==> src/rtl/snn_pkg.sv <==
// Shared types and defaults for the spiking-network datapath.
// Holds the timestep scheduler state encoding, default MAC/membrane sizing
// and a saturating adder used by synapse-level code.
package snn_pkg;

    typedef enum logic [2:0] {
        IDLE   = 3'd0,
        CLEAR  = 3'd1,
        PROP   = 3'd2,
        INTEG  = 3'd3,
        OUTPUT = 3'd4
    } sched_state_t;

    localparam int DEF_WIDTH  = 32;
    localparam int DEF_THRESH = 32;

    // Signed add clipped to the DEF_WIDTH range instead of wrapping.
    function automatic logic signed [DEF_WIDTH-1:0] sat_add(
        input logic signed [DEF_WIDTH-1:0] a,
        input logic signed [DEF_WIDTH-1:0] b
    );
        logic signed [DEF_WIDTH:0] s;
        s = {a[DEF_WIDTH-1], a} + {b[DEF_WIDTH-1], b};
        if (s[DEF_WIDTH] != s[DEF_WIDTH-1])
            return s[DEF_WIDTH] ? {1'b1, {(DEF_WIDTH-1){1'b0}}}
                                : {1'b0, {(DEF_WIDTH-1){1'b1}}};
        return s[DEF_WIDTH-1:0];
    endfunction

endpackage

==> src/rtl/lif_update.sv <==
// Leaky integrate-and-fire update for a single column.
// Leak, add the column MAC, saturate to WIDTH, floor at -THRESH, then fire
// and reset the membrane when the threshold is reached. A refractory column
// keeps a zero membrane and cannot fire.
module lif_update
    import snn_pkg::*;
#(
    parameter int WIDTH      = DEF_WIDTH,
    parameter int THRESH     = DEF_THRESH,
    parameter int LEAK_SHIFT = 3
) (
    input  logic signed [WIDTH-1:0] i_v,
    input  logic signed [WIDTH-1:0] i_mac,
    input  logic                    i_refr,
    output logic signed [WIDTH-1:0] o_v_next,
    output logic                    o_fire
);

    localparam logic signed [WIDTH-1:0] P_THRESH = WIDTH'(THRESH);
    localparam logic signed [WIDTH-1:0] P_FLOOR  = -P_THRESH;
    localparam logic signed [WIDTH-1:0] P_MAX    = {1'b0, {(WIDTH-1){1'b1}}};
    localparam logic signed [WIDTH-1:0] P_MIN    = {1'b1, {(WIDTH-1){1'b0}}};

    logic signed [WIDTH:0]   w_v_ext;
    logic signed [WIDTH:0]   w_mac_ext;
    logic signed [WIDTH:0]   w_sum;
    logic signed [WIDTH-1:0] w_sat;
    logic signed [WIDTH-1:0] w_floor;

    // One extra bit of headroom: v - (v >>> k) never grows, so only the MAC add can overflow.
    assign w_v_ext   = {i_v[WIDTH-1], i_v};
    assign w_mac_ext = {i_mac[WIDTH-1], i_mac};
    assign w_sum     = w_v_ext - (w_v_ext >>> LEAK_SHIFT) + w_mac_ext;

    // Clip the WIDTH+1 sum back into the signed WIDTH range.
    always_comb begin
        w_sat = w_sum[WIDTH-1:0];
        if (w_sum[WIDTH] != w_sum[WIDTH-1])
            w_sat = w_sum[WIDTH] ? P_MIN : P_MAX;
    end

    assign w_floor = (w_sat < P_FLOOR) ? P_FLOOR : w_sat;

    // Fire decision; firing and refractory both leave the membrane at zero.
    always_comb begin
        o_fire   = 1'b0;
        o_v_next = w_floor;
        if (i_refr) begin
            o_v_next = '0;
        end else if (w_floor >= P_THRESH) begin
            o_fire   = 1'b1;
            o_v_next = '0;
        end
    end

endmodule

==> src/rtl/crossbar_sched.sv <==
// Timestep scheduler for one ROWS x COLS synapse crossbar.
// Sequence per timestep: IDLE (accept spikes) -> CLEAR (enable low) ->
// PROP (wave down columns, wait for all bottom-row done or timeout) ->
// INTEG (one column per cycle through lif_update) -> OUTPUT (hold until taken).
// Optional: define CROSSBAR_SCHED_REFRACTORY_EN to give each column a
// one-timestep refractory period after it fires.
//
// Handshakes: a transfer happens on a rising clk edge where valid and ready
// are both high; valid, once raised, holds its payload stable until that edge.
module crossbar_sched
    import snn_pkg::*;
#(
    parameter int ROWS       = 8,
    parameter int COLS       = 8,
    parameter int WIDTH      = DEF_WIDTH,
    parameter int THRESH     = DEF_THRESH,
    parameter int LEAK_SHIFT = 3,
    parameter int MAX_WAIT   = 64
) (
    input  logic                  clk,
    input  logic                  rst_n,
    input  logic                  in_valid,
    output logic                  in_ready,
    input  logic [ROWS-1:0]       in_spikes,
    output logic                  xbar_enable,
    output logic [ROWS-1:0]       xbar_spk_in,
    output logic [COLS-1:0]       xbar_spk_top,
    input  logic [COLS-1:0]       xbar_done,
    input  logic [COLS*WIDTH-1:0] xbar_mac,
    output logic                  out_valid,
    input  logic                  out_ready,
    output logic [COLS-1:0]       out_spikes,
    output logic                  busy,
    output logic                  err_timeout
);

    localparam int CW = (COLS > 1) ? $clog2(COLS) : 1;
    localparam int WW = $clog2(MAX_WAIT + 1);

    sched_state_t            r_state;
    logic                    r_in_ready;
    logic                    r_enable;
    logic [ROWS-1:0]         r_spk_in;
    logic [COLS-1:0]         r_spk_top;
    logic                    r_out_valid;
    logic [COLS-1:0]         r_out_spikes;
    logic                    r_err;
    logic [WW-1:0]           r_wait;
    logic [CW-1:0]           r_col;
    logic signed [WIDTH-1:0] r_mac [COLS];
    logic signed [WIDTH-1:0] r_mem [COLS];

    logic                    w_all_done;
    logic                    w_timeout;
    logic                    w_refr;
    logic signed [WIDTH-1:0] w_v_next;
    logic                    w_fire;

`ifdef CROSSBAR_SCHED_REFRACTORY_EN
    logic [COLS-1:0]         r_refr;
    assign w_refr = r_refr[r_col];
`else
    assign w_refr = 1'b0;
`endif

    assign w_all_done = &xbar_done;
    assign w_timeout  = (r_wait == WW'(MAX_WAIT - 1));

    // Single shared update datapath, stepped across columns during INTEG.
    lif_update #(
        .WIDTH      (WIDTH),
        .THRESH     (THRESH),
        .LEAK_SHIFT (LEAK_SHIFT)
    ) u_lif (
        .i_v      (r_mem[r_col]),
        .i_mac    (r_mac[r_col]),
        .i_refr   (w_refr),
        .o_v_next (w_v_next),
        .o_fire   (w_fire)
    );

    // Scheduler FSM with all crossbar-facing and downstream outputs registered.
    always_ff @(posedge clk or negedge rst_n) begin
        if (!rst_n) begin
            r_state      <= IDLE;
            r_in_ready   <= 1'b0;
            r_enable     <= 1'b0;
            r_spk_in     <= '0;
            r_spk_top    <= '0;
            r_out_valid  <= 1'b0;
            r_out_spikes <= '0;
            r_err        <= 1'b0;
            r_wait       <= '0;
            r_col        <= '0;
            for (int c = 0; c < COLS; c++) begin
                r_mac[c] <= '0;
                r_mem[c] <= '0;
            end
`ifdef CROSSBAR_SCHED_REFRACTORY_EN
            r_refr       <= '0;
`endif
        end else begin
            case (r_state)
                IDLE: begin
                    if (r_in_ready && in_valid) begin
                        r_spk_in   <= in_spikes;
                        r_in_ready <= 1'b0;
                        r_enable   <= 1'b0;
                        r_state    <= CLEAR;
                    end else begin
                        r_in_ready <= 1'b1;
                    end
                end
                CLEAR: begin
                    r_enable  <= 1'b1;
                    r_spk_top <= '1;
                    r_wait    <= '0;
                    r_state   <= PROP;
                end
                PROP: begin
                    // Completion wins over a same-cycle timeout.
                    if (w_all_done || w_timeout) begin
                        for (int c = 0; c < COLS; c++)
                            r_mac[c] <= w_all_done ? xbar_mac[c*WIDTH +: WIDTH] : '0;
                        if (!w_all_done)
                            r_err <= 1'b1;
                        r_col        <= '0;
                        r_out_spikes <= '0;
                        r_state      <= INTEG;
                    end else begin
                        r_wait <= r_wait + 1'b1;
                    end
                end
                INTEG: begin
                    r_mem[r_col]        <= w_v_next;
                    r_out_spikes[r_col] <= w_fire;
`ifdef CROSSBAR_SCHED_REFRACTORY_EN
                    // Set on fire; a skipped column never fires, so this also clears it.
                    r_refr[r_col]       <= w_fire;
`endif
                    if (r_col == CW'(COLS - 1)) begin
                        r_out_valid <= 1'b1;
                        r_state     <= OUTPUT;
                    end else begin
                        r_col <= r_col + 1'b1;
                    end
                end
                OUTPUT: begin
                    if (out_ready) begin
                        r_out_valid <= 1'b0;
                        r_spk_top   <= '0;
                        r_spk_in    <= '0;
                        r_in_ready  <= 1'b1;
                        r_state     <= IDLE;
                    end
                end
                default: r_state <= IDLE;
            endcase
        end
    end

    assign in_ready     = r_in_ready;
    assign xbar_enable  = r_enable;
    assign xbar_spk_in  = r_spk_in;
    assign xbar_spk_top = r_spk_top;
    assign out_valid    = r_out_valid;
    assign out_spikes   = r_out_spikes;
    assign err_timeout  = r_err;
    assign busy         = (r_state != IDLE);

endmodule

==> config.mk <==
export PLATFORM = sky130hd
export DESIGN_NAME = crossbar_sched
export DESIGN_NICKNAME = d
export VERILOG_FILES = /design/src/rtl/snn_pkg.sv /design/src/rtl/lif_update.sv /design/src/rtl/crossbar_sched.sv
export SDC_FILE = /design/constraint.sdc
export NUM_CORES = 1
export LEC_CHECK = 0
export CORE_MARGIN = 1.5
export CORE_UTILIZATION = 50
export DETAILED_ROUTE_END_ITERATION = 10
export PLACE_DENSITY = 0.76
export SLEW_MARGIN = 20
export SYNTH_ARGS = -nofsm -noshare
export SYNTH_HDL_FRONTEND = slang
export SYNTH_SLANG_ARGS = --single-unit
==> constraint.sdc <==
create_clock -name clk -period 8.7 [get_ports clk]
set_input_delay 0.87 -clock clk [delete_from_list [all_inputs] [get_ports clk]]
set_output_delay 0.87 -clock clk [all_outputs]
set_load 0.005 [all_outputs]
== Yosys cells after proc, flatten, opt, wreduce, memory -nomap -nowiden ==
Index checks and enable logic that the tools add are counted.

* Bits of input ports: 276
* Bits in registers: 553

* Add/subtract/negate cells: 4
* Mux-type cells: 49
* Bitwise logic cells: 2
* Reduce and logical (&&, ||, !) cells: 24
* $lt $le $gt $ge: 6
* Equality and inequality tests: 13

{| class="wikitable"
|+ Operator list
! kind !! number
|-
| 32-bit two-way mux || 17
|-
| 256-bit bitwise mux || 1
|-
| 32-bit binary-select mux with 3-bit select || 2
|-
| 32-bit demux with 3-bit select || 1
|-
| 8-bit one-hot mux with 2 select lines || 3
|-
| 33-bit by 32-bit adder with 33-bit output || 1
|-
| 32-bit by 29-bit subtractor with 33-bit output || 1
|-
| 32-bit by 7-bit >= comparator with 1-bit output (second input constant) || 1
|-
| 32-bit by 6-bit < comparator with 1-bit output (second input constant) || 1
|-
| 8-bit two-way mux || 3
|-
| 3-bit two-way mux || 6
|-
| 3-bit one-hot mux with 5 select lines || 1
|-
| 7-bit one-hot mux with 2 select lines || 1
|-
| 2-bit inequality test (second input constant) || 6
|-
| 2-bit AND reduction || 6
|-
| 3-bit AND reduction || 4
|-
| 2-bit nonzero test || 6
|-
| 8-bit bitwise mux || 1
|-
| 8-bit AND reduction || 1
|-
| 7-bit by 1-bit adder with 7-bit output (second input constant) || 1
|-
| 7-bit by 6-bit equality test with 1-bit output (second input constant) || 1
|-
| 1-bit two-way mux || 7
|-
| 7-bit two-way mux || 1
|-
| 3-bit by 2-bit equality test with 1-bit output (second input constant) || 2
|-
| other kinds (18) || 23
|}

== Longest topological paths before layout ==
Gate-level depths: netlist (run 1).

* Depth after elaboration: 14
* Gate-level depth with buffers: 30
* Depth with buffers taken out: 24

== Modules after synthesis ==
A second synthesis (run 1) with hierarchy kept.

* Cells, all modules: 2322
* Area, all modules: 28039.4 um2

{| class="wikitable"
|+ By module, submodules not included
! module !! instances !! sequential area each (um2) !! cells each !! area each (um2)
|-
| crossbar_sched || 1 || 13663.1 || 1750 || 23825.4
|-
| lif_update || 1 || 0.0 || 572 || 4214.0
|}

== Worst setup path before layout (run 1) ==
OpenSTA, ideal clock, no wires.

* Path kind: register to register
* Start: register r_col[1]
* End: register r_mem[114] in the netlist's numbering
* Setup slack: 1.580 ns
* Cell stages (with the launch flop): 30
* Setup time: 0.078 ns
* Data arrival time: 7.043 ns
* Cells stage by stage: dfrtp_1 -> clkbuf_1 -> clkbuf_1 -> nor3b_1 -> clkbuf_1 -> clkbuf_1 -> buf_1 -> a22oi_1 -> and3_1 -> fa_1 -> inv_1 -> fa_1 -> a211oi_1 -> o211ai_1 -> a21o_1 -> o211a_1 -> a41oi_1 -> xor2_1 -> and2_0 -> clkbuf_1 -> nor4b_1 -> nand4_1 -> a311o_1 -> ha_1 -> clkbuf_1 -> o21bai_1 -> o41ai_2 -> buf_2 -> o21ai_1 -> o21ai_1

* Cells in the longest elaborated chain, start to end: 13
* Elaborated cells between the ends (all ways): 22
* Classes of those cells: add/sub (2); order compare (4); eq/ne (1); mux (13); bitwise (1); reduce/logical (1)

{| class="wikitable"
|+ Ends and longest elaborated chain
! item !! line !! RTL
|-
| from (decl) || crossbar_sched.sv:49 || <nowiki>logic [CW-1:0] r_col;</nowiki>
|-
| from (signal assigned) || crossbar_sched.sv:145 || <nowiki>r_col <= r_col + 1'b1;</nowiki>
|-
| 3-bit NOT with 4-bit output (implied by the code) * || crossbar_sched.sv:75, crossbar_sched.sv:76, crossbar_sched.sv:135 ||
|-
| 32-bit binary-select mux with 3-bit select || crossbar_sched.sv:75 || <nowiki>.i_v (r_mem[r_col]),</nowiki>
|-
| 32-bit two-way mux (implied by the code) (2 in a row) || crossbar_sched.sv:75 ||
|-
| 32-bit by 29-bit subtractor with 33-bit output || lif_update.sv:33 || <nowiki>assign w_sum = w_v_ext - (w_v_ext >>> LEAK_SHIFT) + w_mac_ext;</nowiki>
|-
| 33-bit by 32-bit adder with 33-bit output || lif_update.sv:33 ||
|-
| 32-bit two-way mux / 1-bit inequality test (equally long branches) || lif_update.sv:39, lif_update.sv:38 ||
|-
| 32-bit two-way mux || lif_update.sv:38 || <nowiki>if (w_sum[WIDTH] != w_sum[WIDTH-1])</nowiki>
|-
| 32-bit by 6-bit < comparator with 1-bit output || lif_update.sv:42 || <nowiki>assign w_floor = (w_sat < P_FLOOR) ? P_FLOOR : w_sat;</nowiki>
|-
| 32-bit two-way mux || lif_update.sv:42 ||
|-
| 32-bit by 7-bit >= comparator with 1-bit output || lif_update.sv:50 || <nowiki>end else if (w_floor >= P_THRESH) begin</nowiki>
|-
| 32-bit two-way mux || lif_update.sv:50 ||
|-
| 256-bit bitwise mux * || crossbar_sched.sv:135 || <nowiki>r_mem[r_col] <= w_v_next;</nowiki>
|-
| to (signal, indexed assignment) || crossbar_sched.sv:135 ||
|-
| to (decl) || crossbar_sched.sv:51 || <nowiki>logic signed [WIDTH-1:0] r_mem [COLS];</nowiki>
|}

Mark *: on every way between the ends. The rest lies on a longest branch, timed or not. The select of a mux whose other input is x is not followed.
A chain may end at the register's enable or synchronous reset.

== Final worst setup path (run 1) ==
* Start: register r_col[0]
* End: register r_mem[198] in the netlist's numbering

The elaborated chain is that of the path after synthesis.

==> metrics.csv, run 1 <==
metric,value,unit
starting density of the core,50.52,%
Syn Inst Count,2514,
worst endpoint data arrival time,8.68,ns
Routed WL,82840,µm
"Largest delay share family, worst path",compound AO/OA/AOI/OAI gates,
"Slowest-stage cell, CP",and3b_2,
Fmax achieved,122.9,MHz
# placed instances,3330,
met1 Track Usage GR,41.18,%
root buf cell,clkbuf_16,
met3 Track Usage GR,6.374,%
CTS HTree Levels,2,
post-synthesis cell area,25870,µm²
register area share after synthesis,52.82,%
Post-CTS Hold Buffers,0,
Bufs on Longest Clock Path,3,
CTS tree,built,
# clock sinks,546,
Post-CTS Resized,0,
first-pass GRT wire length,126600,µm
largest net degree at the start of global routing,234,
GRT Util Overall,30.77,%
Mapped Nets,2860,
max_cap viols,0,
number of global-route vias before repair,21654,
final worst path period share,93.55,%
WP data required,9.24,ns
worst slew pin tran,1.183,ns
clk_lat worst skew,0.65,ns
row cnt,83,
Worst Path Max Fanout,22,
Fin Clk Skew,0.02735,ns
Critical Path Sink Type,flip-flop,
nets,3054,
remaining antenna violation count,0,
"EDFF count, synth",0,
Non-Filler Instances,3435,
#FFs+latches synth,546,
Placer Congestion,0.9327,
Via Count,21779,
Hold Crit Class,input pin to asynchronous set/reset pin,
final setup fails,0,
setup TNS,0,ns
clock-pin slew on the worst setup and hold paths,0.06,ns
most crowded layer after global routing,met2,
leading cell types by count after synthesis,"546 x dfrtp_1, 345 x nand2_1, 285 x a22o_1",
Worst Setup Start Kind,flip-flop,
P&R area growth vs syn,20.96,%
Die Footprint,53110,µm²
initial antenna violation count,5,
Die Height,230.5,µm
initial DRC count,2230,
top_reg_cell synth,dfrtp_1,
share of layout cells above drive strength 1,5.743,%
most numerous cell in the Yosys netlist,dfrtp_1,
average wire per standard cell,24.12,µm
GR Util met2,48.71,%
Num CTS Buffers,55,
CP bufs+invs,3,
global route overflow,0,
Pins Over Slew Limit,0,
TritonRoute pass-1 iters,5,
# port buffers,304,
max_slew headroom,21.13,%
DRC violations left,0,
post-CTS setup buffers,0,
distinct cell type count after synthesis,68,
Post-synth ARST share,100.0,%
unrepaired setup endpoints after global routing,no,
Ports,305,
largest area contributor in the synthesized netlist,dfrtp_1,
warnings from Yosys,0,
vias per cell,6.340,
synthesized area per cell,10.29,µm²
hpwl dp,55890,µm
worst-path cell chain,and3b_2 -> buf_4 -> a22o_1 -> a221oi_1 -> and3_1 -> fa_1 -> inv_1 -> ha_1 -> nand2_1 -> nor4_1 -> a22oi_1 -> o211ai_1 -> a31oi_1 -> xnor2_1 -> nand4b_1 -> nor4_1 -> nand4_1 -> a311o_1 -> ha_1 -> o21bai_1 -> o41ai_4 -> buf_4 -> o21ai_1 -> o21ai_0,
Die Width,230.5,µm
CP max stage delay,0.81,ns
core area,51200,µm²
Final min period,8.139,ns
outcome,"finished, final reports clean",
Yosys top cell area share,52.82,%
Final Hold Viols,0,
worst setup path category,flip-flop to flip-flop,
Synth area leaders,"dfrtp_1 53%, a22o_1 9.6%, a22oi_1 6.2%",
final cells by class:
type / count / area [µm²]
Antenna cell: 4 / 10.01
Clock buffer: 78 / 1543
Clock inverter: 22 / 241.5
Fill cell: 4151 / 19910
Inverter: 106 / 397.9
Multi-Input combinational cell: 1657 / 11090
Sequential cell: 546 / 13660
Tap cell: 680 / 850.8
Timing Repair Buffer: 342 / 3495
state kept, by name, indices dropped and copies added (netlist names):
register / flops
out_valid: 1
in_ready: 1
r_mem: 256
out_spikes: 8
r_col: 3
r_wait: 7
xbar_spk_in: 8
err_timeout: 1
r_mac: 256
r_state: 3
xbar_enable: 1
xbar_spk_top: 1
per-stage QoR:
stage	utilization [%]	instance area (µm²)	hold WS (ns)	worst slack [ns]
after floorplan	-	25870	0.4446	1.580
after global placement	57.55	29460	0.4598	0.8215
after detailed placement	57.55	29460	0.4708	0.7109
after CTS	61.04	31250	0.2781	0.6505
after global routing	61.12	31290	0.2951	0.1405
final	61.12	31290	0.2406	0.5608
worst reg2reg max path, cell delays in order (launching register included):
cell      delay [ns]
dfrtp_1         0.73
and3b_2         0.82
buf_4           0.36
a22o_1          0.15
a221oi_1        0.04
and3_1          0.33
fa_1            0.53
inv_1           0.04
ha_1            0.36
nand2_1         0.17
nor4_1          0.30
a22oi_1         0.18
o211ai_1        0.45
a31oi_1         0.20
xnor2_1         0.39
nand4b_1        0.17
nor4_1          0.29
nand4_1         0.12
a311o_1         0.30
ha_1            0.29
o21bai_1        0.22
o41ai_4         0.80
buf_4           0.33
o21ai_1         0.22
o21ai_0         0.25
final timing paths:
check	to	from	slack (ns)	cells past startpoint
worst max-delay path	r_mem[198]$_DFFE_PN0P_	r_col[0]$_DFFE_PN0P_	0.56	24
min in group clk	r_mem[1]$_DFFE_PN0P_	r_mem[1]$_DFFE_PN0P_	0.48	2
worst max register to register	r_mem[198]$_DFFE_PN0P_	r_col[0]$_DFFE_PN0P_	0.56	24
max in group asynchronous	r_mem[18]$_DFFE_PN0P_	rst_n	6.92	2
worst min-delay path	r_wait[4]$_DFFE_PN0P_	rst_n	0.24	1
worst min register to register	r_mem[1]$_DFFE_PN0P_	r_mem[1]$_DFFE_PN0P_	0.48	2
cell usage in the layout (no fill, tap or decap), drive strengths merged, types with 11 or more instances in the layout:
cell type        n
clkinv          16
dfrtp          546
nand4           14
a221oi          21
clkdlybuf4s50  303
nand2          345
inv            108
xor2            16
clkbuf          78
a21oi           68
o31ai           18
o22ai           12
nor3            17
o21a            11
a21o            16
buf             39
and4            43
and3            24
a22o           285
nand3           11
nor2            52
a22oi          213
o21ai          294
fa              31
ha              39
cells by family after synthesis:
group                    count (synthesis)  share of synthesized area, %
AO/OA/AOI/OAI                          987                         26.69
AND/OR/NAND/NOR                        566                         10.29
flip-flops                             546                         52.82
buffers and inverters                  311                         4.629
adder cells (fa/ha/maj)                 71                         4.324
XOR/XNOR                                26                        0.8803
multiplexers                             7                        0.3724
layer usage:
layer / wire, µm / vias up
li1: - / 9659
met1: 33620 / 10915
met2: 39160 / 985
met3: 6366 / 218
met4: 3685 / 2
met5: 14 / -
Power of run 1 is left out: the tool's default activity adds up to more than one toggle a clock period on the data nets, which glitch-free logic cannot reach.
==> run 2, diff against run 1 <==
--- a/config.mk
+++ b/config.mk
@@ -11,3 +11,3 @@
 export PLACE_DENSITY = 0.76
-export SLEW_MARGIN = 20
+export SLEW_MARGIN = 30
 export SYNTH_ARGS = -nofsm -noshare
==> constraint.sdc (replaced) <==
create_clock -name clk -period 8.7 [get_ports clk]
set_input_delay 1.74 -clock clk [delete_from_list [all_inputs] [get_ports clk]]
set_output_delay 1.74 -clock clk [all_outputs]
set_load 0.005 [all_outputs]
==> metrics.csv, run 2 (synthesis results as in run 1) <==
metric,value,unit,change
worst endpoint data arrival time,8.71,ns,+0.03 ns
largest net degree at the start of global routing,234,,unchanged
"commonest cells after routing, fill and taps aside","546 x dfrtp_1, 337 x nand2_1, 303 x clkdlybuf4s50_1, 285 x a22o_1, 213 x a22oi_1",,
Num CTS Buffers,56,,+1.8%
row cnt,83,,unchanged
Critical Path Sink Type,flip-flop,,
max_slew headroom,32.93,%,+12 points
Placer Congestion,0.9327,,unchanged
Die Width,230.5,µm,unchanged
post-CTS setup buffers,0,,unchanged
remaining antenna violation count,0,,unchanged
average wire per standard cell,23.91,µm,-0.88%
clk_lat worst skew,0.63,ns,-0.02 ns
post-layout util,61.56,%,+0.44 points
Worst Path Max Fanout,22,,unchanged
Via Count,21723,,-0.26%
Post-CTS Resized,0,,unchanged
share of layout cells above drive strength 1,6.128,%,+0.38 points
P&R area growth vs syn,21.84,%,
outcome,"finished, final reports clean",,
Ports,305,,unchanged
root buf cell,clkbuf_16,,
TritonRoute pass-1 iters,7,,+2
worst hold margin,0.4789,ns,+0.2383 ns
Die Footprint,53110,µm²,unchanged
clock-pin slew on the worst setup and hold paths,0.06,ns,about the same
Fmax achieved,122.3,MHz,-0.48%
# clock sinks,546,,unchanged
Fin Clk Skew,0.02027,ns,-0.007084 ns
Non-Filler Instances,3444,,+0.26%
"commonest non-fill, non-tap cell in the layout",dfrtp_1,,
Hold Crit Class,flip-flop to flip-flop,,
Final min period,8.179,ns,+0.03945 ns
Bufs on Longest Clock Path,3,,unchanged
Die Height,230.5,µm,unchanged
GRT Util Overall,30.57,%,-0.20 points
CTS tree,built,,
final setup fails,0,,unchanged
Final Hold Viols,0,,unchanged
WP data required,9.23,ns,about the same
starting density of the core,50.52,%,unchanged
Worst Setup Start Kind,flip-flop,,
CTS HTree Levels,2,,unchanged
initial antenna violation count,5,,unchanged
# port buffers,304,,unchanged
Post-CTS Hold Buffers,0,,unchanged
hpwl dp,55890,µm,about the same
setup TNS,0,ns,unchanged
worst setup path category,flip-flop to flip-flop,,
worst slew pin tran,1.002,ns,-0.1806 ns
first-pass GRT wire length,125800,µm,-0.62%
nets,3058,,+0.13%
DRC violations left,0,,unchanged
# placed instances,3330,,unchanged
final worst path period share,94.01,%,+0.45 points
Routed WL,82330,µm,-0.62%
global route overflow,0,,unchanged
Largest regs,"r_mac (256), r_mem (256)",,
core area,51200,µm²,unchanged
max_cap viols,0,,unchanged
Pins Over Slew Limit,0,,unchanged
vias per cell,6.307,,-0.52%
unrepaired setup endpoints after global routing,no,,
initial DRC count,2249,,+0.85%
number of global-route vias before repair,21626,,-0.13%
## run 2: worst max-delay path, cell delays in order (launching register included)
cell      delay (ns)
dfrtp_1         0.74
and3b_2         0.81
buf_4           0.36
a22oi_1         0.10
and4_1          0.30
fa_1            0.53
inv_1           0.04
ha_1            0.38
a21oi_1         0.34
o211ai_1        0.25
a21o_1          0.27
o211a_1         0.29
a41oi_1         0.26
xor2_1          0.22
and2_0          0.22
nor4b_1         0.38
nand4_1         0.16
a311o_1         0.31
ha_1            0.29
o21bai_1        0.22
o41ai_4         0.80
buf_4           0.32
o21ai_1         0.23
o21ai_1         0.23
## run 2: final cells by class
class | count | area (µm²)
antenna | 6 | 15.01
clock buffer | 78 | 1584
clock inverter | 26 | 334.1
fill | 4062 | 19680
inverter | 106 | 397.9
multi-input combinational | 1657 | 11090
sequential | 546 | 13660
tap | 680 | 850.8
timing repair buffer | 345 | 3577
## run 2: path summary, 6_finish.rpt
kind,start,to,slack [ns],cells past startpoint
setup / recovery,r_col[0]$_DFFE_PN0P_,r_mem[75]$_DFFE_PN0P_,0.52,23
hold / removal,r_mem[1]$_DFFE_PN0P_,r_mem[1]$_DFFE_PN0P_,0.48,2
setup reg to reg,r_col[0]$_DFFE_PN0P_,r_mem[75]$_DFFE_PN0P_,0.52,23
hold reg to reg,r_mem[1]$_DFFE_PN0P_,r_mem[1]$_DFFE_PN0P_,0.48,2
max in group asynchronous,rst_n,r_mem[50]$_DFFE_PN0P_,6.08,3
min in group asynchronous,rst_n,r_wait[4]$_DFFE_PN0P_,1.12,1
## run 2: per-stage QoR
step	worst slack (ns)	cell area (µm²)
2_1_floorplan	1.580	25870
3_3_place_gp	0.8215	29460
3_5_place_dp	0.6952	29470
4_1_cts	0.6420	31390
5_1_grt	0.05927	31510
6_report	0.5214	31520
## run 2: routing by layer
layer	global-route usage, %	wire (µm)
met4	14.15	3738
met3	6.448	6458
met2	48.21	38600
met5	0	12
met1	40.60	33520
Power of run 2 is left out for the same reason.
==> run 3, diff against run 2 <==
CTS_BUF_LIST = sky130_fd_sc_hd__clkbuf_16   (was default)
==> metrics.csv, run 3 (synthesis results as in run 1) <==
metric,value,unit,change
fillers,4083,,+0.52%
row cnt,83,,unchanged
final worst path period share,94.34,%,+0.34 points
nets,3058,,unchanged
R2R Setup Slk,0.49,ns,-0.03 ns
worst-path cell chain,and3b_2 -> buf_4 -> a22o_1 -> a221oi_1 -> and3_1 -> fa_1 -> inv_1 -> ha_1 -> nand2_1 -> nor4_1 -> a22oi_1 -> o211ai_1 -> a31oi_1 -> xnor2_1 -> nand4b_1 -> nor4_1 -> nand4_1 -> a311o_1 -> ha_1 -> o21bai_1 -> o41ai_4 -> buf_4 -> o21ai_1 -> o21ai_1,,
Worst Path Max Fanout,22,,unchanged
Num CTS Buffers,56,,unchanged
largest net degree at the start of global routing,234,,unchanged
R2R Path End,r_mem[174]$_DFFE_PN0P_,,
final setup fails,0,,unchanged
worst endpoint data arrival time,8.73,ns,+0.02 ns
"Slowest-stage cell, CP",and3b_2,,
GRT Util Overall,30.57,%,about the same
vias per cell,6.314,,+0.11%
cell depth of the worst min-delay path,2,,unchanged
P&R area growth vs syn,21.44,%,
cells on worst reg2reg path,24,,+4.3%
# clock sinks,546,,unchanged
global route overflow,0,,unchanged
Post-CTS Resized,0,,unchanged
Hold Crit Class,flip-flop to flip-flop,,
"commonest non-fill, non-tap cell in the layout",dfrtp_1,,
Final min period,8.208,ns,+0.02918 ns
DRC violations left,0,,unchanged
Fmax achieved,121.8,MHz,-0.35%
setup TNS,0,ns,unchanged
worst setup path category,flip-flop to flip-flop,,
pre-CTS worst setup slack,0.6952,ns,unchanged
Die Footprint,53110,µm²,unchanged
hold path start,r_mem[1]$_DFFE_PN0P_,,
share of layout cells above drive strength 1,5.765,%,-0.36 points
hpwl dp,55890,µm,unchanged
Post-CTS Hold Buffers,0,,unchanged
worst slew pin tran,0.9920,ns,-0.01041 ns
clk_lat worst skew,0.63,ns,about the same
root buf cell,clkbuf_16,,
Die Height,230.5,µm,unchanged
Routed WL,82330,µm,about the same
TritonRoute pass-1 iters,7,,unchanged
Placer Congestion,0.9327,,unchanged
CP bufs+invs,3,,unchanged
core area,51200,µm²,unchanged
Fin Clk Skew,0.01906,ns,-0.001209 ns
Hold EP,r_mem[1]$_DFFE_PN0P_,,
Largest regs,"r_mac (256), r_mem (256)",,
post-layout util,61.36,%,-0.20 points
CTS tree,built,,
initial antenna violation count,5,,unchanged
"commonest cells after routing, fill and taps aside","546 x dfrtp_1, 337 x nand2_1, 303 x clkdlybuf4s50_1, 285 x a22o_1, 213 x a22oi_1",,
reg2reg start,r_col[0]$_DFFE_PN0P_,,
remaining antenna violation count,0,,unchanged
max_cap viols,0,,unchanged
average wire per standard cell,23.91,µm,about the same
Die Width,230.5,µm,unchanged
CP max stage delay,0.82,ns,about the same
Critical Path Sink Type,flip-flop,,
outcome,"finished, final reports clean",,
CTS HTree Levels,2,,unchanged
Worst Setup Start Kind,flip-flop,,
Final Hold Viols,0,,unchanged
worst hold margin,0.4784,ns,-0.0004530 ns
Pins Over Slew Limit,0,,unchanged
initial DRC count,2174,,-3.3%
Via Count,21740,,+0.078%
# port buffers,304,,unchanged
Bufs on Longest Clock Path,3,,unchanged
"Largest delay share family, worst path",compound AO/OA/AOI/OAI gates,,
unrepaired setup endpoints after global routing,no,,
first-pass GRT wire length,125700,µm,about the same
clock-pin slew on the worst setup and hold paths,0.06,ns,about the same
fin worst setup slack,0.4922,ns,-0.02918 ns
Ports,305,,unchanged
starting density of the core,50.52,%,unchanged
max_slew headroom,33.62,%,+0.70 points
number of global-route vias before repair,21670,,+0.20%
post-CTS setup buffers,0,,unchanged
WP data required,9.23,ns,about the same
## run 3: cell types whose count changed in the layout (fill, tap and decap cells not counted)
cell,delta
clkbuf_1,-12
clkinv_1,+10
inv_1,+12
clkbuf_8,-10
diode_2,-1
## run 3: how the worst max path moves through the flow
stage                               startpoint                     end  slack [ns]  cells past startpoint
after floorplan           r_col[1]$_DFFE_PN0P_  r_mem[114]$_DFFE_PN0P_        1.58                     29
after global placement    r_col[0]$_DFFE_PN0P_   r_mem[72]$_DFFE_PN0P_        0.82                     24
after detailed placement  r_col[0]$_DFFE_PN0P_   r_mem[75]$_DFFE_PN0P_        0.70                     23
after CTS                 r_col[0]$_DFFE_PN0P_  r_mem[174]$_DFFE_PN0P_        0.64                     24
after global routing      r_col[0]$_DFFE_PN0P_   r_mem[75]$_DFFE_PN0P_        0.06                     22
final                     r_col[0]$_DFFE_PN0P_  r_mem[174]$_DFFE_PN0P_        0.49                     24
## run 3: per-layer routing
metal / vias to the layer above / track usage (%) / wire length (µm)
li1: 9685 / - / -
met1: 10786 / 40.42 / 33110
met2: 1044 / 48.22 / 38630
met3: 223 / 6.571 / 6837
met4: 2 / 14.34 / 3741
met5: - / 0 / 12
## run 3: cell type report
class	instances	area [µm²]	share of cell area [%]
Antenna cell	5	12.51	0.03983
Clock buffer	56	1401	4.461
Clock inverter	48	416.7	1.326
Inverter	106	397.9	1.267
Multi-Input combinational cell	1657	11090	35.32
Sequential cell	546	13660	43.49
Tap cell	680	850.8	2.708
Timing Repair Buffer	345	3577	11.39
## run 3: metrics by stage
stage | instances | area (µm²)
global route | 3442 | 31410
floorplan | 2514 | 25870
global placement | 3330 | 29460
CTS | 3434 | 31290
finish | 3443 | 31410
detailed placement | 3330 | 29470
## run 3: worst register-to-register path, stage by stage, from the launching register on
cell and delay, ns:
dfrtp_1 0.73, and3b_2 0.82, buf_4 0.36, a22o_1 0.16, a221oi_1 0.04, and3_1 0.34, fa_1 0.54, inv_1 0.04
ha_1 0.36, nand2_1 0.17, nor4_1 0.32, a22oi_1 0.19, o211ai_1 0.46, a31oi_1 0.19, xnor2_1 0.39, nand4b_1 0.16
nor4_1 0.28, nand4_1 0.13, a311o_1 0.30, ha_1 0.29, o21bai_1 0.22, o41ai_4 0.82, buf_4 0.33, o21ai_1 0.22
o21ai_1 0.24
Power of run 3 is left out for the same reason.
==> RTL edit 1: new RTL, config.mk and constraints of run 2 <==
`ROWS`: 8 -> 4.
--- a/src/rtl/crossbar_sched.sv
+++ b/src/rtl/crossbar_sched.sv
@@ -12,3 +12,3 @@
 #(
-    parameter int ROWS       = 8,
+    parameter int ROWS       = 4,
     parameter int COLS       = 8,
Interface: changed (resized in_spikes and xbar_spk_in); port bits go from 305 to 297. The function was not compared with the original's and may differ.
==> RTL edit 1 against run 2 <==
Routed wire length up 0.80%; die area down 0.43%; final area down 1.3%; via count down 1.7%; clock skew up 0.0045 ns; hold slack better by 0.0030 ns; setup slack better by 0.59 ns; sequential cell count down 4; area after synthesis down 0.44%; sequential share of layout area up 0.26 points; critical path type unchanged.
Power is left out: the tool's default activity adds up to more than one toggle a clock period on the data nets, which glitch-free logic cannot reach.
==> RTL edit 1: results (changes against run 2) <==
Status: complete, no violations
Synth Area in XOR/XNOR: 1.25% (+0.37 points)
Library cells used by synthesis: 62 (-8.8%)
Met1 usage: 42.0% (+1.4 points)
Largest stage delay, worst path: 0.89 ns (+0.08 ns)
Inverter count: 102 (-3.8%)
Clock network area share: 5.82% (-0.27 points)
CP max-delay cell: and2_2
Post-synthesis adder-cell area fraction: 4.58% (+0.25 points)
Comb_multi_in: 1406 (-15%)
Largest net degree at the start of global routing: 257 (+9.8%)
Total Routing Usage GR: 30.7% (+0.17 points)
Worst EP arrival: 8.13 ns (-0.58 ns)
Highest routed layer: met4
Sequential-to-total area share from yosys stat: 52.7% (-0.16 points)
Worst Hold Launch: r_mem[4]$_DFFE_PN0P_
Grt met2 use: 47.9% (-0.27 points)
Fillers: 3950 (-2.8%)
Final #Nets: 2796 (-8.6%)
Met2 WL: 39.1 mm (+1.4%)
Port Buffers: 296 (-2.6%)
WHS Endpoint: r_mem[4]$_DFFE_PN0P_
Slew @ Worst Pin: 0.924 ns (-0.0789 ns)
Gp weighted congestion: 0.896 (-3.9%)
Final HPWL DP: 53.4 mm (-4.5%)
Synth top cells by count: 542 x dfrtp_1, 274 x a22o_1, 227 x a22oi_1
Synth Area in Compound Gates: 28.4% (+1.7 points)
Worst skew pair latency: 0.61 ns (-0.02 ns)
Post-Syn Nets: 2616 (-8.5%)
Met3 WL post-DR: 6.77 mm (+4.8%)
Yosys reg bits: 542 (-0.73%)
CP Max Fanout: 34 (+55%)
DRT met1 WL: 33.4 mm (-0.52%)
Sequential fraction of total cell area: 43.6% (+0.26 points)
Mux contribution to synthesized area: 0.311% (-0.062 points)
Post-Place Cells: 3066 (-7.9%)
Via-to-Cell Ratio: 6.73 (+6.6%)
Area of the multi-input gates: 10900 sq um (-1.9%)
Initial DRC count: 2872 (+28%)
Final non-filler cell total: 3175 (-7.8%)
Share of layout cells above drive strength 1: 6.53% (+0.41 points)
Largest cells by area after synthesis: dfrtp_1 53%, a22o_1 9.3%, a32o_1 7.3%
R2R setup slack: 1.11 ns (+0.59 ns)
Number of global-route vias before repair: 21400 (-1.1%)
Non-clk bufs: 348 (+0.87%)
RTL edit 1: cell count changes in the layout (fill, tap and decap cells not counted), sizes merged, moves of 10 or more:
cell,change
nor2,+10
a32o,+187
a21oi,-26
o22ai,-10
a22o,-11
a22oi,+14
nand2,-180
o21ai,-184
buf,+11
RTL edit 1: worst max-delay path: cells and delay by family (launching register included):
family | cells | cell delay [ns]
compound gates | 7 | 1.72
xor+xnor | 1 | 0.21
fa+ha+maj | 3 | 1.29
buf+inv | 3 | 0.70
flops | 1 | 0.75
simple gates | 8 | 2.83
RTL edit 1: stage by stage:
stage | setup slack (ns) | cell area, sq um | hold slack, ns
after floorplan | 2.60 | 25800 | 0.445
after global placement | 1.51 | 29100 | 0.462
after detailed placement | 1.35 | 29100 | 0.468
after CTS | 1.33 | 31000 | 0.482
after global routing | 0.718 | 31100 | 0.501
final | 1.11 | 31100 | 0.482
==> RTL edit 2: new RTL, config.mk and constraints of run 2 <==
Made on the original files. Register the output `xbar_spk_in` once more; this adds one clock of latency there. The other outputs are not delayed to match.
--- a/src/rtl/crossbar_sched.sv
+++ b/src/rtl/crossbar_sched.sv
@@ -163,3 +163,5 @@
     assign xbar_enable  = r_enable;
-    assign xbar_spk_in  = r_spk_in;
+    always_ff @(posedge clk) begin
+        xbar_spk_in <= r_spk_in;
+    end
     assign xbar_spk_top = r_spk_top;
Function: changed (a bounded check fails within 4 cycles, from zero or initial values and one cycle with rst_n low).
==> RTL edit 2 against run 2 <==
Final area increased by 3.4%; the run now ends with design-rule violations left; fmax is 2.2% lower; highest routed layer is now met4; sequential cell count rose by 8; critical path depth is 5 higher; area after synthesis increased by 3.7%; clock skew fell by 0.0030 ns; routed wire length grew 2.4%; largest cell class unchanged; setup slack worse by 0.18 ns.
Power is not shown: default switching activity piles up to over one toggle a cycle in this logic, so the estimate is an artifact.
==> RTL edit 2: results (changes against run 2) <==
Largest net degree at the start of global routing: 241 (+3.0%)
DRC viols: 17 (+17)
CP Max Fanout: 82 (+270%)
Num CTS Buffers: 57 (+1.8%)
Fillers: 4178 (+2.9%)
Failing checks: design-rule violations
Finished Core Util: 61.8% (+0.23 points)
Share of layout cells above drive strength 1: 6.62% (+0.49 points)
Highest routed layer: met4
Met1 usage: 40.5% (-0.13 points)
Setup Skew: 0.0173 ns (-0.00300 ns)
Post-route clock period utilization: 96.1% (+2.1 points)
Non-clk bufs: 351 (+1.7%)
Vias: 22600 (+3.9%)
Met2 WL: 40.4 mm (+4.7%)
First-pass GRT wire length: 131 mm (+4.3%)
Library cells used by synthesis: 65 (-4.4%)
Gp weighted congestion: 0.977 (+4.7%)
Largest cells by area after synthesis: dfrtp_1 51%, a22o_1 9.5%, a22oi_1 5.5%
Met3 WL post-DR: 5.74 mm (-11%)
Clock Buffer Count: 86 (+10%)
Total Routing Usage GR: 30.2% (-0.37 points)
Sequential-to-total area share from yosys stat: 51.5% (-1.3 points)
WHS Endpoint: xbar_spk_in[3]$_DFF_P_
Status: complete, but fails checks
Initial antenna violation count: 13 (+8)
Final #Nets: 3108 (+1.6%)
Reg-to-reg critical path endpoint: out_spikes[7]$_DFFE_PN0P_
## RTL edit 2: changes by cell type after synthesis, moves of 8 or more
cell	delta
o21ai_1	-186
and3_1	+10
a221oi_1	+8
o31ai_1	+176
buf_2	+19
dfxtp_1	+8
a22oi_1	-15
nand2_1	+22
o22ai_1	-8
maj3_1	+18
nor2_1	+29
## RTL edit 2: critical path, delay by kind of cell, from the launching register on
kind                     cells  cell delay, ns
AO/OA/AOI/OAI                6            1.75
AND/OR/NAND/NOR             15            3.13
adder cells (fa/ha/maj)      3            1.29
buffers and inverters        3            0.98
XOR/XNOR                     1            0.37
flip-flops                   1            0.67
## RTL edit 2: cell families after synthesis
kind of cell,count (synthesis),synth area share (%)
fa+ha+maj,89,4.84
simple gates,614,10.5
compound gates,954,26.8
buf+inv,330,4.82
mux,6,0.368
flops,554,51.5
xor+xnor,34,1.16
